File: config.mk
export PLATFORM = sky130hd
export DESIGN_NAME = ws2812_strip_scheduler
export DESIGN_NICKNAME = d
export VERILOG_FILES = /design/src/rtl/ws2812_pkg.sv /design/src/rtl/ws2812_scale.sv /design/src/rtl/ws2812_strip_scheduler.sv
export SDC_FILE = /design/constraint.sdc
export NUM_CORES = 1
export LEC_CHECK = 0
export CORE_MARGIN = 2
export CORE_UTILIZATION = 45
export CTS_CLUSTER_SIZE = 25
export DETAILED_ROUTE_END_ITERATION = 10
export PLACE_DENSITY_LB_ADDON = 0.15
export SLEW_MARGIN = 20
export SYNTH_ARGS = -nofsm -noshare
export SYNTH_HDL_FRONTEND = slang
export SYNTH_HIERARCHICAL = 1
export SYNTH_SLANG_ARGS = --single-unit
File: constraint.sdc
create_clock -name clk -period 10.67 [get_ports clk]
set_input_delay 3.201 -clock clk [delete_from_list [all_inputs] [get_ports clk]]
set_output_delay 3.201 -clock clk [all_outputs]
set_load 0.02 [all_outputs]
File: src/rtl/ws2812_pkg.sv
// Shared command encoding, pixel field offsets and sequencer states for the WS2812 path.
// Combinational definitions only; no latency or backpressure of its own.
package ws2812_pkg;

  typedef enum logic [1:0] {
    CMD_IDLE  = 2'b00,
    CMD_SEND  = 2'b01,
    CMD_LATCH = 2'b10
  } cmd_e;

  localparam int R_LSB = 16;
  localparam int G_LSB = 8;
  localparam int B_LSB = 0;

  typedef enum logic [2:0] {
    ST_IDLE,
    ST_FETCH,
    ST_LOAD,
    ST_SEND,
    ST_LATCH,
    ST_DONE
  } state_e;

endpackage

File: src/rtl/ws2812_scale.sv
// Brightness scaler: out = (ch * (bright + 1)) >> 8; purely combinational, no flow control.
// bright=255 passes ch through unchanged, bright=0 always yields zero.
module ws2812_scale (
  input  logic [7:0] ch,
  input  logic [7:0] bright,
  output logic [7:0] out
);

  logic [8:0]  factor;
  logic [15:0] prod;

  // Largest product is 255*256 = 65280, so bit 16 of the wider product is never set.
  assign factor = {1'b0, bright} + 9'd1;
  assign prod   = {8'd0, ch} * {7'd0, factor};
  assign out    = prod[15:8];

endmodule

File: src/rtl/ws2812_strip_scheduler.sv
// Frame sequencer: fetches each pixel (1-cycle RAM), scales it and presents it to the strip controller.
// New r/g/b are stable 2 cycles after a cmd_req; the controller paces the frame via cmd_req pulses.
module ws2812_strip_scheduler
  import ws2812_pkg::*;
#(
  parameter int NUM_LEDS = 8,
  parameter int ADDR_W   = ($clog2(NUM_LEDS) > 0) ? $clog2(NUM_LEDS) : 1
) (
  input  logic              clk,
  input  logic              rst,
  input  logic              start,
  input  logic              auto_rf,
  input  logic [7:0]        bright,
  output logic [ADDR_W-1:0] pix_addr,
  output logic              pix_rd,
  input  logic [23:0]       pix_data,
  output logic [7:0]        r,
  output logic [7:0]        g,
  output logic [7:0]        b,
  output logic [1:0]        cmd,
  input  logic              cmd_req,
  output logic              busy,
  output logic              frame_done
);

  localparam logic [ADDR_W-1:0] LAST = ADDR_W'(NUM_LEDS - 1);

  state_e            state;
  logic [ADDR_W-1:0] idx;
  logic [7:0]        bright_q;
  logic [7:0]        sc_r;
  logic [7:0]        sc_g;
  logic [7:0]        sc_b;

  ws2812_scale u_scale_r (.ch(pix_data[R_LSB +: 8]), .bright(bright_q), .out(sc_r));
  ws2812_scale u_scale_g (.ch(pix_data[G_LSB +: 8]), .bright(bright_q), .out(sc_g));
  ws2812_scale u_scale_b (.ch(pix_data[B_LSB +: 8]), .bright(bright_q), .out(sc_b));

  always_ff @(posedge clk) begin
    if (rst) begin
      state      <= ST_IDLE;
      idx        <= '0;
      bright_q   <= '0;
      r          <= '0;
      g          <= '0;
      b          <= '0;
      cmd        <= CMD_IDLE;
      pix_addr   <= '0;
      pix_rd     <= 1'b0;
      busy       <= 1'b0;
      frame_done <= 1'b0;
    end else begin
      pix_rd     <= 1'b0;
      frame_done <= 1'b0;
      unique case (state)
        ST_IDLE: begin
          // cmd_req is ignored here, so start always wins a same-cycle collision.
          if (start) begin
            bright_q <= bright;
            idx      <= '0;
            pix_addr <= '0;
            pix_rd   <= 1'b1;
            busy     <= 1'b1;
            state    <= ST_FETCH;
          end
        end
        ST_FETCH: state <= ST_LOAD;
        ST_LOAD: begin
          r     <= sc_r;
          g     <= sc_g;
          b     <= sc_b;
          cmd   <= CMD_SEND;
          state <= ST_SEND;
        end
        ST_SEND: begin
          if (cmd_req) begin
            if (idx == LAST) begin
              cmd   <= CMD_LATCH;
              state <= ST_LATCH;
            end else begin
              idx      <= idx + 1'b1;
              pix_addr <= idx + 1'b1;
              pix_rd   <= 1'b1;
              state    <= ST_FETCH;
            end
          end
        end
        ST_LATCH: begin
          if (cmd_req) begin
            cmd        <= CMD_IDLE;
            frame_done <= 1'b1;
            state      <= ST_DONE;
          end
        end
        ST_DONE: begin
          if (auto_rf) begin
            bright_q <= bright;
            idx      <= '0;
            pix_addr <= '0;
            pix_rd   <= 1'b1;
            state    <= ST_FETCH;
          end else begin
            busy  <= 1'b0;
            state <= ST_IDLE;
          end
        end
        default: state <= ST_IDLE;
      endcase
    end
  end

  // The controller must not request while the next pixel is still in flight.
  a_no_req_in_flight: assert property (@(posedge clk) disable iff (rst)
    !(cmd_req && (state == ST_FETCH || state == ST_LOAD)));

endmodule

==> results.md, run 1 <==
| Quantity | This run |
| --- | --- |
| Outcome | completed |
| Clock slew at the register clock pins of the worst setup and hold paths | 0.06 ns |
| Htree depth | 2 |
| Achievable frequency | 131.0 MHz |
| Post-detail-place hpwl | 15.34 mm |
| Number of global-route vias before repair | 6742 |
| Via Count | 6287 |
| CORE AREA | 18580 sq um |
| Worst setup EP type | register |
| Post-synth EDFFs | 0 |
| Num CTS Buffers | 5 |
| Crit path DAT | 7.84 ns |
| Clock network fraction of design power | 19.1% |
| CTS tree | built |
| Sw power | 0.3393 mW |
| Skew-Pair Late Insertion Delay | 0.29 ns |
| Maximum number of pins on one net before global-route repair | 47 |
| Sort of element at the start of the critical path | input port |
| Post-cts sizing count | 0 |
| Final Total Pwr | 0.7878 mW |
| CTS sink count | 43 |
| Slowest cell on crit path | clkdlybuf4s50_1 |
| RSZ-0062 raised after global routing | false |
| Worst endpoint required time | 10.87 ns |
| Share of total power in sequential cells | 23.5% |
| Warning count from the yosys run | 6 |
| Crit Path Class | in2reg |
| Die Footprint | 19960 sq um |
| Congestion Overflow GR | 0 |
| Post-synth ARST share | 0% |
| Final setup fails | 0 |
| Final hold viol count | 0 |
| Post-CTS Setup Repair Bufs | 0 |
| Proportion of netlist area held by the largest area contributor | 28.32% |
| Iteration-0 DRC count of the detailed router | 283 |
| Leakage power figure | 4.555 nW |
| Most frequent cell on the critical path | fa_1 |
| Starting utilization of the core area | 45.65% |
| Mapped Avg Cell Area | 8.995 sq um |
| Number of pins exceeding their max-slew limit in the final report | 0 |
| Sequential-to-total area share from yosys stat | 10.15% |
| Layout cells sized above 1 | 4.100% |
| Tmin final | 7.631 ns |
| Worst Setup Slack, final | 3.039 ns |
| Setup skew after layout | 0.01022 ns |
| Worst hold slack after final layout | 0.4567 ns |
| Critical path peak fanout | 9 |
| Cell-by-cell listing of the critical path | clkdlybuf4s50_1, nand2_1, fa_1, fa_1, inv_1, fa_1, inv_1, fa_1, inv_1, ha_1, a211oi_2, o211ai_2, a31oi_1, a21oi_1, xnor2_1, nand2_1, a21oi_1 |
| Y dimension of the die | 141.3 microns |
| Area added between synthesis and finish | 12.17% |
| Global-route wire length before repair | 34.03 mm |
| Synthesized area | 8482 sq um |
| Cell internal pwr | 0.4484 mW |
| Detail-routed via count per cell | 5.095 |
| Worst Hold Class | reg2reg |
| Drt pass-1 iters | 4 |
| Final design instance area without fill | 9514 sq um |
| Routability Congestion | 0.8377 |
| N_diodes | 0 |
| Worst path buffer plus inverter count | 4 |
| Synthesized net count | 1201 |
| Overall die width | 141.3 microns |
| Post-synthesis cell type with the largest combined area | fa_1 |
| Routed Wire Length | 19.27 mm |
| Total I/O pin count | 69 |
| Placed cell area | 9375 sq um |
| Distinct cell type count after synthesis | 67 |
| Number of buffers on the longest clock path | 2 |
| Number of port buffers | 68 |
| Largest vdd supply drop | 0.05439 mV |
| Ratio of final minimum period to clock period | 71.52% |
| Post-synthesis cell count | 943 |
| Routed wirelength normalized by instance count | 15.62 microns |
| Share of power burned in combinational logic | 57.4% |
| Most common cell in the netlist | inv_1 |
| Post-CTS Hold Buffers | 0 |
| Top cells by area in the synthesized netlist | fa_1 (28%), ha_1 (15%), dfxtp_1 (10%) |
| Fin Setup TNS | 0 ns |
| Cell type group with the largest total delay on the critical path | adder cells |
| Clock root buffer | clkbuf_16 |
| Flip-flop and latch count after synthesis | 43 |
| Most numerous cell types in the synthesized netlist | inv_1 (139), fa_1 (120), nor2b_1 (111), ha_1 (101), nand2_1 (78) |
| Final antenna-violating net count | 0 |
| Number of nets in the layout | 1258 |
| Site Rows | 50 |
| Worst slew slack as a fraction of its limit | 35.06% |
| Total global routing track utilization | 21.00% |
| Number of design rule violations left after detail routing | 0 |
| Measured slew at the worst slew-check pin | 0.9731 ns |
| Net Sw Frac | 43.08% |
| Number of antenna violations at the first check in global routing | 0 |
| Placement-stage worst setup slack | 2.758 ns |
| Fillers | 1817 |
| Max cap viols | 0 |
| Dominant synthesized flop cell | dfxtp_1 |
| PD cells | 82.80 nW/um^2 |
| Slowest Stage Delay on Critical Path | 0.67 ns |
## layout make-up
type | count | area (sq um) | share of cell area [%]
Multi-Input combinational cell | 741 | 7009 | 73.67
Sequential cell | 43 | 860.8 | 9.048
Timing Repair Buffer | 70 | 690.7 | 7.259
Inverter | 139 | 521.8 | 5.484
Tap cell | 234 | 292.8 | 3.077
Clock buffer | 5 | 125.1 | 1.315
Clock inverter | 2 | 13.76 | 0.1447
## path summary, 6_finish.rpt
check / start / endpoint / slack [ns] / depth (start not counted)
max: pix_data[5] / b[7]$_SDFFE_PP0P_ / 3.04 / 17
min: r[1]$_SDFFE_PP0P_ / r[1]$_SDFFE_PP0P_ / 0.46 / 2
max reg2reg: bright_q[0]$_SDFFE_PP0P_ / b[7]$_SDFFE_PP0P_ / 4.90 / 20
min reg2reg: r[1]$_SDFFE_PP0P_ / r[1]$_SDFFE_PP0P_ / 0.46 / 2
## flip-flops by register name, indices dropped and copies added (netlist names)
| name | cells |
|---|---|
| b | 8 |
| r | 8 |
| cmd | 2 |
| bright_q | 8 |
| g | 8 |
| pix_rd | 1 |
| busy | 1 |
| idx | 3 |
| frame_done | 1 |
| state | 3 |
## power by group through the flow
stage / registers [mW] / logic [mW] / clock network, mW
after floorplan: 0.191 / 0.326 / 0
after global placement: 0.189 / 0.454 / 0
after detailed placement: 0.189 / 0.454 / 0
after CTS: 0.185 / 0.458 / 0.155
after global routing: 0.187 / 0.526 / 0.162
final: 0.185 / 0.452 / 0.150
## through the flow
| stage | utilization (%) | instances |
|---|---|---|
| 6_report | 51.21 | 1234 |
| 5_1_grt | 51.21 | 1234 |
| 4_1_cts | 51.21 | 1234 |
| 3_5_place_dp | 50.46 | 1227 |
| 3_3_place_gp | 50.46 | 1227 |
| 2_1_floorplan | - | 943 |
## worst register-to-register path, delay by kind of cell (launching register included)
family                   cells  cell delay [ns]
buffers and inverters        4             0.49
adder cells (fa/ha/maj)      6             2.58
XOR/XNOR                     2             0.83
flip-flops                   1             0.31
AND/OR/NAND/NOR              3             0.45
AO/OA/AOI/OAI                5             1.03
## layout by cell type (no fill, tap or decap), types with 10 or more instances in the layout
| cell | Yosys | layout |
|---|---|---|
| a21oi_1 | 52 | 52 |
| and2_1 | 59 | 59 |
| and2b_1 | 10 | 10 |
| clkdlybuf4s50_1 | 0 | 67 |
| dfxtp_1 | 43 | 43 |
| fa_1 | 120 | 120 |
| ha_1 | 101 | 101 |
| inv_1 | 139 | 139 |
| nand2_1 | 78 | 78 |
| nand2b_1 | 25 | 25 |
| nand3_1 | 18 | 18 |
| nor2_1 | 14 | 14 |
| nor2b_1 | 111 | 111 |
| o21ai_1 | 10 | 10 |
| xnor2_1 | 32 | 32 |
| xor2_1 | 21 | 21 |
## per-layer routing
| metal | vias to the layer above | track usage [%] | part of all wire [%] |
|---|---|---|---|
| met2 | 69 | 35.97 | 48 |
| li1 | 3113 | - | - |
| met5 | - | 0 | 0 |
| met3 | 13 | 2.531 | 3.1 |
| met1 | 3092 | 29.13 | 48 |
| met4 | 0 | 3.474 | 1.1 |
## cells by family after synthesis
group                      Yosys count  share of synthesized area (%)
DFF                                 43                          10.15
muxes                                4                         0.5458
adders and majority gates          221                          43.22
xor gates and xnor gates            55                          5.856
and+or+nand+nor                    351                          24.16
AOI/OAI and AO/OA                  110                          8.777
buffers and inverters              159                          7.287
Power figures use the tool's default switching activity.
==> run 2, diff against run 1 <==
==> constraint.sdc (replaced) <==
create_clock -name clk -period 6.67 [get_ports clk]
set_input_delay 2.001 -clock clk [delete_from_list [all_inputs] [get_ports clk]]
set_output_delay 2.001 -clock clk [all_outputs]
set_load 0.02 [all_outputs]
==> run 2 against run 1 <==
First-iteration DRC count down 20%. Sequential power up 62%. Wire length down 0.56%. Sequential share of layout area down 0.16 points. Power up 66%. Count of clock-buffer cells in the layout unchanged. Via count up 1.2%. Worst hold slack better by 0.0016 ns. Utilization up 0.94 points. Highest routed layer unchanged.
==> results.md, run 2 (synthesis results as in run 1) <==
| Quantity | This run | vs previous |
| --- | --- | --- |
| Overall die width | 141.3 microns | unchanged |
| Number of pins exceeding their max-slew limit in the final report | 0 | unchanged |
| Leakage power figure | 4.656 nW | was 4.555 nW |
| Num CTS Buffers | 5 | unchanged |
| Routability Congestion | 0.8168 | was 0.8377 |
| RSZ-0062 raised after global routing | false | unchanged |
| Net Sw Frac | 41.51% | was 43.08% |
| Max cap viols | 0 | unchanged |
| Number of global-route vias before repair | 6788 | was 6742 |
| Most frequent cells in the layout | inv_1 (139), fa_1 (120), nor2b_1 (111) | unchanged |
| Final setup fails | 0 | unchanged |
| Post-detail-place hpwl | 15.54 mm | was 15.34 mm |
| Number of port buffers | 68 | unchanged |
| Worst setup EP type | register | unchanged |
| Final hold viol count | 0 | unchanged |
| Routed length on met3 | 677 microns | was 592 microns |
| Final design instance area without fill | 9689 sq um | was 9514 sq um |
| Drt pass-1 iters | 4 | unchanged |
| Share of power burned in combinational logic | 55.3% | was 57.4% |
| Global-route wire length before repair | 33.60 mm | was 34.03 mm |
| Number of nets in the layout | 1277 | was 1258 |
| Largest vdd supply drop | 0.09698 mV | was 0.05439 mV |
| Share of total power in sequential cells | 22.9% | was 23.5% |
| Total I/O pin count | 69 | unchanged |
| Critical path peak fanout | 9 | unchanged |
| Detail-routed via count per cell | 5.074 | was 5.095 |
| Cell internal pwr | 0.7649 mW | was 0.4484 mW |
| Starting utilization of the core area | 45.65% | unchanged |
| Worst endpoint required time | 6.88 ns | was 10.87 ns |
| CTS tree | built | unchanged |
| Clock slew at the register clock pins of the worst setup and hold paths | 0.07 ns | was 0.06 ns |
| Htree depth | 2 | unchanged |
| Post-CTS Setup Repair Bufs | 0 | unchanged |
| Post-cts sizing count | 0 | unchanged |
| Achievable frequency | 157.6 MHz |  |
| Skew-Pair Late Insertion Delay | 0.29 ns | about the same |
| Post-CTS Hold Buffers | 0 | unchanged |
| Crit Path Class | in2reg | unchanged |
| Multi-input gate area | 7009 sq um | unchanged |
| Site Rows | 50 | unchanged |
| Y dimension of the die | 141.3 microns | unchanged |
| Register area | 860.8 sq um | unchanged |
| Fillers | 1789 | was 1817 |
| PD cells | 135.0 nW/um^2 | was 82.80 nW/um^2 |
| Via Count | 6363 | was 6287 |
| Number of design rule violations left after detail routing | 0 | unchanged |
| Routed Wire Length | 19.17 mm | was 19.27 mm |
| Measured slew at the worst slew-check pin | 0.9459 ns | was 0.9731 ns |
| Detailed-routed wire length on met2 | 9.597 mm | was 9.187 mm |
| Most common cell after layout, fill and taps aside | inv_1 | unchanged |
| Number of buffers on the longest clock path | 2 | unchanged |
| Placed cell area | 9518 sq um | was 9375 sq um |
| Layout cells sized above 1 | 5.980% | was 4.100% |
| Clock root buffer | clkbuf_16 | unchanged |
| CTS sink count | 43 | unchanged |
| Clock network fraction of design power | 21.8% | was 19.1% |
| CORE AREA | 18580 sq um | unchanged |
| Sort of element at the start of the critical path | input port | unchanged |
| Iteration-0 DRC count of the detailed router | 225 | was 283 |
| Number of antenna violations at the first check in global routing | 0 | unchanged |
| Worst slew slack as a fraction of its limit | 36.87% | was 35.06% |
| Highest metal layer with signal wires | met4 | unchanged |
| Worst Hold Class | reg2reg | unchanged |
| Tmin final | 6.344 ns |  |
| Area added between synthesis and finish | 14.24% | was 12.17% |
| Fin Setup TNS | 0 ns | unchanged |
| Outcome | completed | unchanged |
| Total global routing track utilization | 20.65% | was 21.00% |
| Final Total Pwr | 1.308 mW | was 0.7878 mW |
| Final antenna-violating net count | 0 | unchanged |
| Maximum number of pins on one net before global-route repair | 47 | unchanged |
| Met1 WL | 8.735 mm | was 9.274 mm |
| Congestion Overflow GR | 0 | unchanged |
| Routed wirelength normalized by instance count | 15.28 microns | was 15.62 microns |
| Setup skew after layout | 0.007752 ns | was 0.01022 ns |
| Crit path DAT | 6.55 ns | was 7.84 ns |
| Die Footprint | 19960 sq um | unchanged |
| Sw power | 0.5429 mW | was 0.3393 mW |
| N_diodes | 0 | unchanged |
| Ratio of final minimum period to clock period | 95.11% |  |
==> run 2: cell count changes in the layout (fill, tap and decap cells not counted), sizes merged <==
cell,previous run,this run
inv,139,140
clkinv,2,0
buf,3,22
bufinv,0,1
clkinvlp,0,1
==> run 2: power groups by stage <==
stage | combinational (mW) | clock [mW] | sequential (mW)
finish | 0.723 | 0.285 | 0.300
global placement | 0.725 | 0 | 0.306
CTS | 0.738 | 0.292 | 0.300
global route | 0.841 | 0.303 | 0.303
detailed placement | 0.731 | 0 | 0.306
floorplan | 0.522 | 0 | 0.305
==> run 2: final cells by class <==
class | count | area share [%]
multi-input combinational | 741 | 72.34
timing repair buffer | 89 | 8.600
inverter | 139 | 5.385
clock buffer | 5 | 1.291
clock inverter | 3 | 0.4778
sequential | 43 | 8.884
tap | 234 | 3.022
==> run 2: per-stage QoR <==
stage | setup WS, ns | util [%] | std cells | hold slack [ns]
6_report | 0.3265 | 52.15 | 1254 | 0.4583
3_3_place_gp | 0.1009 | 51.23 | 1246 | 0.4475
4_1_cts | 0.3026 | 52.15 | 1254 | 0.4590
5_1_grt | 0.04080 | 52.15 | 1254 | 0.4793
3_5_place_dp | 0.01671 | 51.23 | 1246 | 0.4494
2_1_floorplan | 0.9428 | - | 943 | 0.5345
==> run 2: final timing paths <==
check | slack [ns] | endpoint | start | depth (start not counted)
setup / recovery | 0.33 | r[7]$_SDFFE_PP0P_ | pix_data[18] | 18
hold reg to reg | 0.46 | r[2]$_SDFFE_PP0P_ | r[2]$_SDFFE_PP0P_ | 2
setup reg to reg | 0.68 | g[6]$_SDFFE_PP0P_ | bright_q[0]$_SDFFE_PP0P_ | 19
hold / removal | 0.46 | r[2]$_SDFFE_PP0P_ | r[2]$_SDFFE_PP0P_ | 2
==> run 2: critical path, stage by stage <==
cell             delay, ns
clkdlybuf4s50_1       0.61
nand2b_1              0.12
fa_1                  0.51
fa_1                  0.54
inv_1                 0.05
fa_1                  0.47
inv_1                 0.04
fa_1                  0.47
inv_1                 0.04
ha_1                  0.27
a21oi_1               0.24
o21ai_0               0.17
a211oi_1              0.36
o21ai_2               0.13
a21oi_2               0.16
xnor2_1               0.12
nand2_1               0.07
a21oi_1               0.15
==> run 2: per-layer routing <==
layer / up-vias / global-route usage (%)
met5: - / 0
met4: 0 / 2.632
met3: 13 / 2.430
met2: 74 / 36.46
met1: 3126 / 28.11
li1: 3150 / -
==> run 3, diff against run 2 <==
--- a/config.mk
+++ b/config.mk
@@ -5,8 +5,10 @@
 export SDC_FILE = /design/constraint.sdc
 export NUM_CORES = 1
 export LEC_CHECK = 0
+export CELL_PAD_IN_SITES_DETAIL_PLACEMENT = 1
+export CELL_PAD_IN_SITES_GLOBAL_PLACEMENT = 1
 export CORE_MARGIN = 2
-export CORE_UTILIZATION = 45
+export CORE_UTILIZATION = 42
 export CTS_CLUSTER_SIZE = 25
 export DETAILED_ROUTE_END_ITERATION = 10
 export PLACE_DENSITY_LB_ADDON = 0.15
==> run 3 against run 2 <==
Maximum frequency down 0.38%. Critical path type unchanged. Sequential share of layout area shrank 0.084 points. Die area up 6.9%. Critical endpoint is now g[7]$_SDFFE_PP0P_. Clock power decreased by 8.1%. Via count increased by 3.4%. Largest power group unchanged. Utilization fell by 2.4 points. Highest routed layer unchanged. Largest cell class unchanged.
==> results.md, run 3 (synthesis results as in run 1) <==
| Quantity | This run | vs previous |
| --- | --- | --- |
| End point of the worst hold path | b[7]$_SDFFE_PP0P_ | was r[2]$_SDFFE_PP0P_ |
| Final cell count without fillers | 1294 | was 1254 |
| CTS tree | built | unchanged |
| Total global routing track utilization | 21.16% | was 20.65% |
| Startpoint of the worst-slack reg-to-reg timing path | bright_q[0]$_SDFFE_PP0P_ | unchanged |
| Flop-to-flop setup slack | 0.71 ns | was 0.68 ns |
| Congestion Overflow GR | 0 | unchanged |
| Hold path startpoint | b[7]$_SDFFE_PP0P_ | was r[2]$_SDFFE_PP0P_ |
| Hold path depth | 2 | unchanged |
| Worst endpoint required time | 6.88 ns | about the same |
| Cell internal pwr | 0.7447 mW | was 0.7649 mW |
| Num CTS Buffers | 5 | unchanged |
| Achievable frequency | 157.0 MHz | was 157.6 MHz |
| Y dimension of the die | 146.1 microns | was 141.3 microns |
| Maximum number of pins on one net before global-route repair | 47 | unchanged |
| Placement-stage worst setup slack | -0.03340 ns | was 0.01671 ns |
| Routed wirelength normalized by instance count | 16.54 microns | was 15.28 microns |
| Timing startpoint of the critical path | pix_data[12] | was pix_data[18] |
| Final Total Pwr | 1.313 mW | was 1.308 mW |
| Site Rows | 51 | was 50 |
| Routability Congestion | 0.7825 | was 0.8168 |
| Detail-routed via count per cell | 5.086 | was 5.074 |
| Sort of element at the start of the critical path | input port | unchanged |
| Number of buffers on the longest clock path | 2 | unchanged |
| Most common cell after layout, fill and taps aside | inv_1 | unchanged |
| Largest vdd supply drop | 0.08844 mV | was 0.09698 mV |
| Number of port buffers | 68 | unchanged |
| Clock root buffer | clkbuf_16 | unchanged |
| Number of antenna violations at the first check in global routing | 0 | unchanged |
| Number of nets in the layout | 1286 | was 1277 |
| Clock network fraction of design power | 19.9% | was 21.8% |
| RSZ-0062 raised after global routing | false | unchanged |
| Number of global-route vias before repair | 7400 | was 6788 |
| Final hold viol count | 0 | unchanged |
| Net Sw Frac | 43.29% | was 41.51% |
| Final design instance area without fill | 9782 sq um | was 9689 sq um |
| Global-route wire length before repair | 37.20 mm | was 33.60 mm |
| R2r endpoint | b[5]$_SDFFE_PP0P_ | was g[6]$_SDFFE_PP0P_ |
| Worst Hold Class | reg2reg | unchanged |
| Measured slew at the worst slew-check pin | 1.036 ns | was 0.9459 ns |
| Area added between synthesis and finish | 15.33% | was 14.24% |
| PD cells | 134.3 nW/um^2 | was 135.0 nW/um^2 |
| Overall die width | 146.1 microns | was 141.3 microns |
| Iteration-0 DRC count of the detailed router | 155 | was 225 |
| Critical path peak fanout | 9 | unchanged |
| Layout cells sized above 1 | 6.803% | was 5.980% |
| N_diodes | 0 | unchanged |
| Placed cell area | 9624 sq um | was 9518 sq um |
| Most frequent cells in the layout | inv_1 (139), fa_1 (120), nor2b_1 (111) | unchanged |
| Post-CTS Hold Buffers | 0 | unchanged |
| Outcome | completed | unchanged |
| Number of cells on the worst reg-to-reg path | 19 | unchanged |
| Placed insts | 1286 | was 1246 |
| Share of power burned in combinational logic | 57.1% | was 55.3% |
| Worst slew slack as a fraction of its limit | 30.86% | was 36.87% |
| Leakage power figure | 4.701 nW | was 4.656 nW |
| Worst Setup Slack, final | 0.3022 ns | was 0.3265 ns |
| Via Count | 6581 | was 6363 |
| Ratio of final minimum period to clock period | 95.47% | was 95.11% |
| Final setup fails | 0 | unchanged |
| Routed Wire Length | 21.40 mm | was 19.17 mm |
| Number of design rule violations left after detail routing | 0 | unchanged |
| Share of total power in sequential cells | 23.0% | was 22.9% |
| Sw power | 0.5685 mW | was 0.5429 mW |
| Starting utilization of the core area | 43.16% | was 45.65% |
| Post-detail-place hpwl | 17.49 mm | was 15.54 mm |
| Setup skew after layout | 0.006337 ns | was 0.007752 ns |
| Crit path DAT | 6.58 ns | was 6.55 ns |
| Final antenna-violating net count | 0 | unchanged |
| Total I/O pin count | 69 | unchanged |
| Drt pass-1 iters | 4 | unchanged |
| Max cap viols | 0 | unchanged |
| Skew-Pair Late Insertion Delay | 0.29 ns | about the same |
| Number of pins exceeding their max-slew limit in the final report | 0 | unchanged |
| Die Footprint | 21350 sq um | was 19960 sq um |
| CORE AREA | 19650 sq um | was 18580 sq um |
| CTS sink count | 43 | unchanged |
| Crit Path Class | in2reg | unchanged |
| Htree depth | 2 | unchanged |
| Tmin final | 6.368 ns | was 6.344 ns |
| Worst setup EP type | register | unchanged |
| Clock slew at the register clock pins of the worst setup and hold paths | 0.06 ns | was 0.07 ns |
==> run 3: cell types whose count changed in the layout (fill, tap and decap cells not counted) <==
cell	delta
clkbuf_8	+1
clkinv_4	+1
buf_4	+9
inv_6	-1
clkdlybuf4s50_1	-1
dlymetal6s2s_1	+1
bufinv_16	-1
==> run 3: how the worst max path moves through the flow <==
stage / slack, ns / end / cells past startpoint
2_1_floorplan: 0.94 / b[4]$_SDFFE_PP0P_ / 16
3_3_place_gp: 0.04 / r[7]$_SDFFE_PP0P_ / 18
3_5_place_dp: -0.03 / g[7]$_SDFFE_PP0P_ / 17
4_1_cts: 0.26 / g[7]$_SDFFE_PP0P_ / 17
5_1_grt: 0.03 / r[7]$_SDFFE_PP0P_ / 18
6_report: 0.30 / g[7]$_SDFFE_PP0P_ / 17
==> run 3: what timing repair did <==
action,in CTS,in global routing
setup buffers,0,0
resized for setup,0,1
setup endpoints to repair,0,1
==> run 3: final cells by class <==
class	count	area [sq um]
fillers	2358	9872
multi-input cells	741	7009
repair buffers	98	903.4
flip-flops and latches	43	860.8
inverters	139	521.8
well taps	265	331.6
clock buffers	6	138.9
clock inverters	2	16.27
==> run 3: power groups by stage <==
stage               clock network (mW)  registers (mW)  logic (mW)
global route                     0.279           0.305       0.866
floorplan                            0           0.305       0.522
detailed placement                   0           0.308       0.761
CTS                              0.269           0.302       0.767
global placement                     0           0.307       0.741
finish                           0.262           0.302       0.750
==> run 3: critical path, cell delays in order <==
cell and delay, ns:
clkdlybuf4s50_1 0.64, nand2b_1 0.13, fa_1 0.50, fa_1 0.51
inv_1 0.06, fa_1 0.52, inv_1 0.05, fa_1 0.53
inv_1 0.05, ha_1 0.33, a211oi_2 0.25, o211ai_2 0.17
a31oi_2 0.36, a21oi_2 0.11, xnor2_1 0.15, nand2_1 0.07
a21oi_1 0.15
==> run 3: stage by stage <==
step / TNS [ns] / hold slack (ns) / util [%]
floorplan: 0 / 0.5345 / -
global placement: 0 / 0.4446 / 48.97
detailed placement: -0.03340 / 0.4510 / 48.97
CTS: 0 / 0.4603 / 49.76
global route: 0 / 0.4798 / 49.77
finish: 0 / 0.4563 / 49.77
==> run 3: per-layer routing <==
| layer | GRT usage [%] | up-vias | share of wire, % |
|---|---|---|---|
| li1 | - | 3158 | - |
| met1 | 28.11 | 3351 | 46 |
| met2 | 38.63 | 61 | 51 |
| met3 | 2.000 | 11 | 2.2 |
| met4 | 2.427 | 0 | 0.66 |
| met5 | 0 | - | 0 |
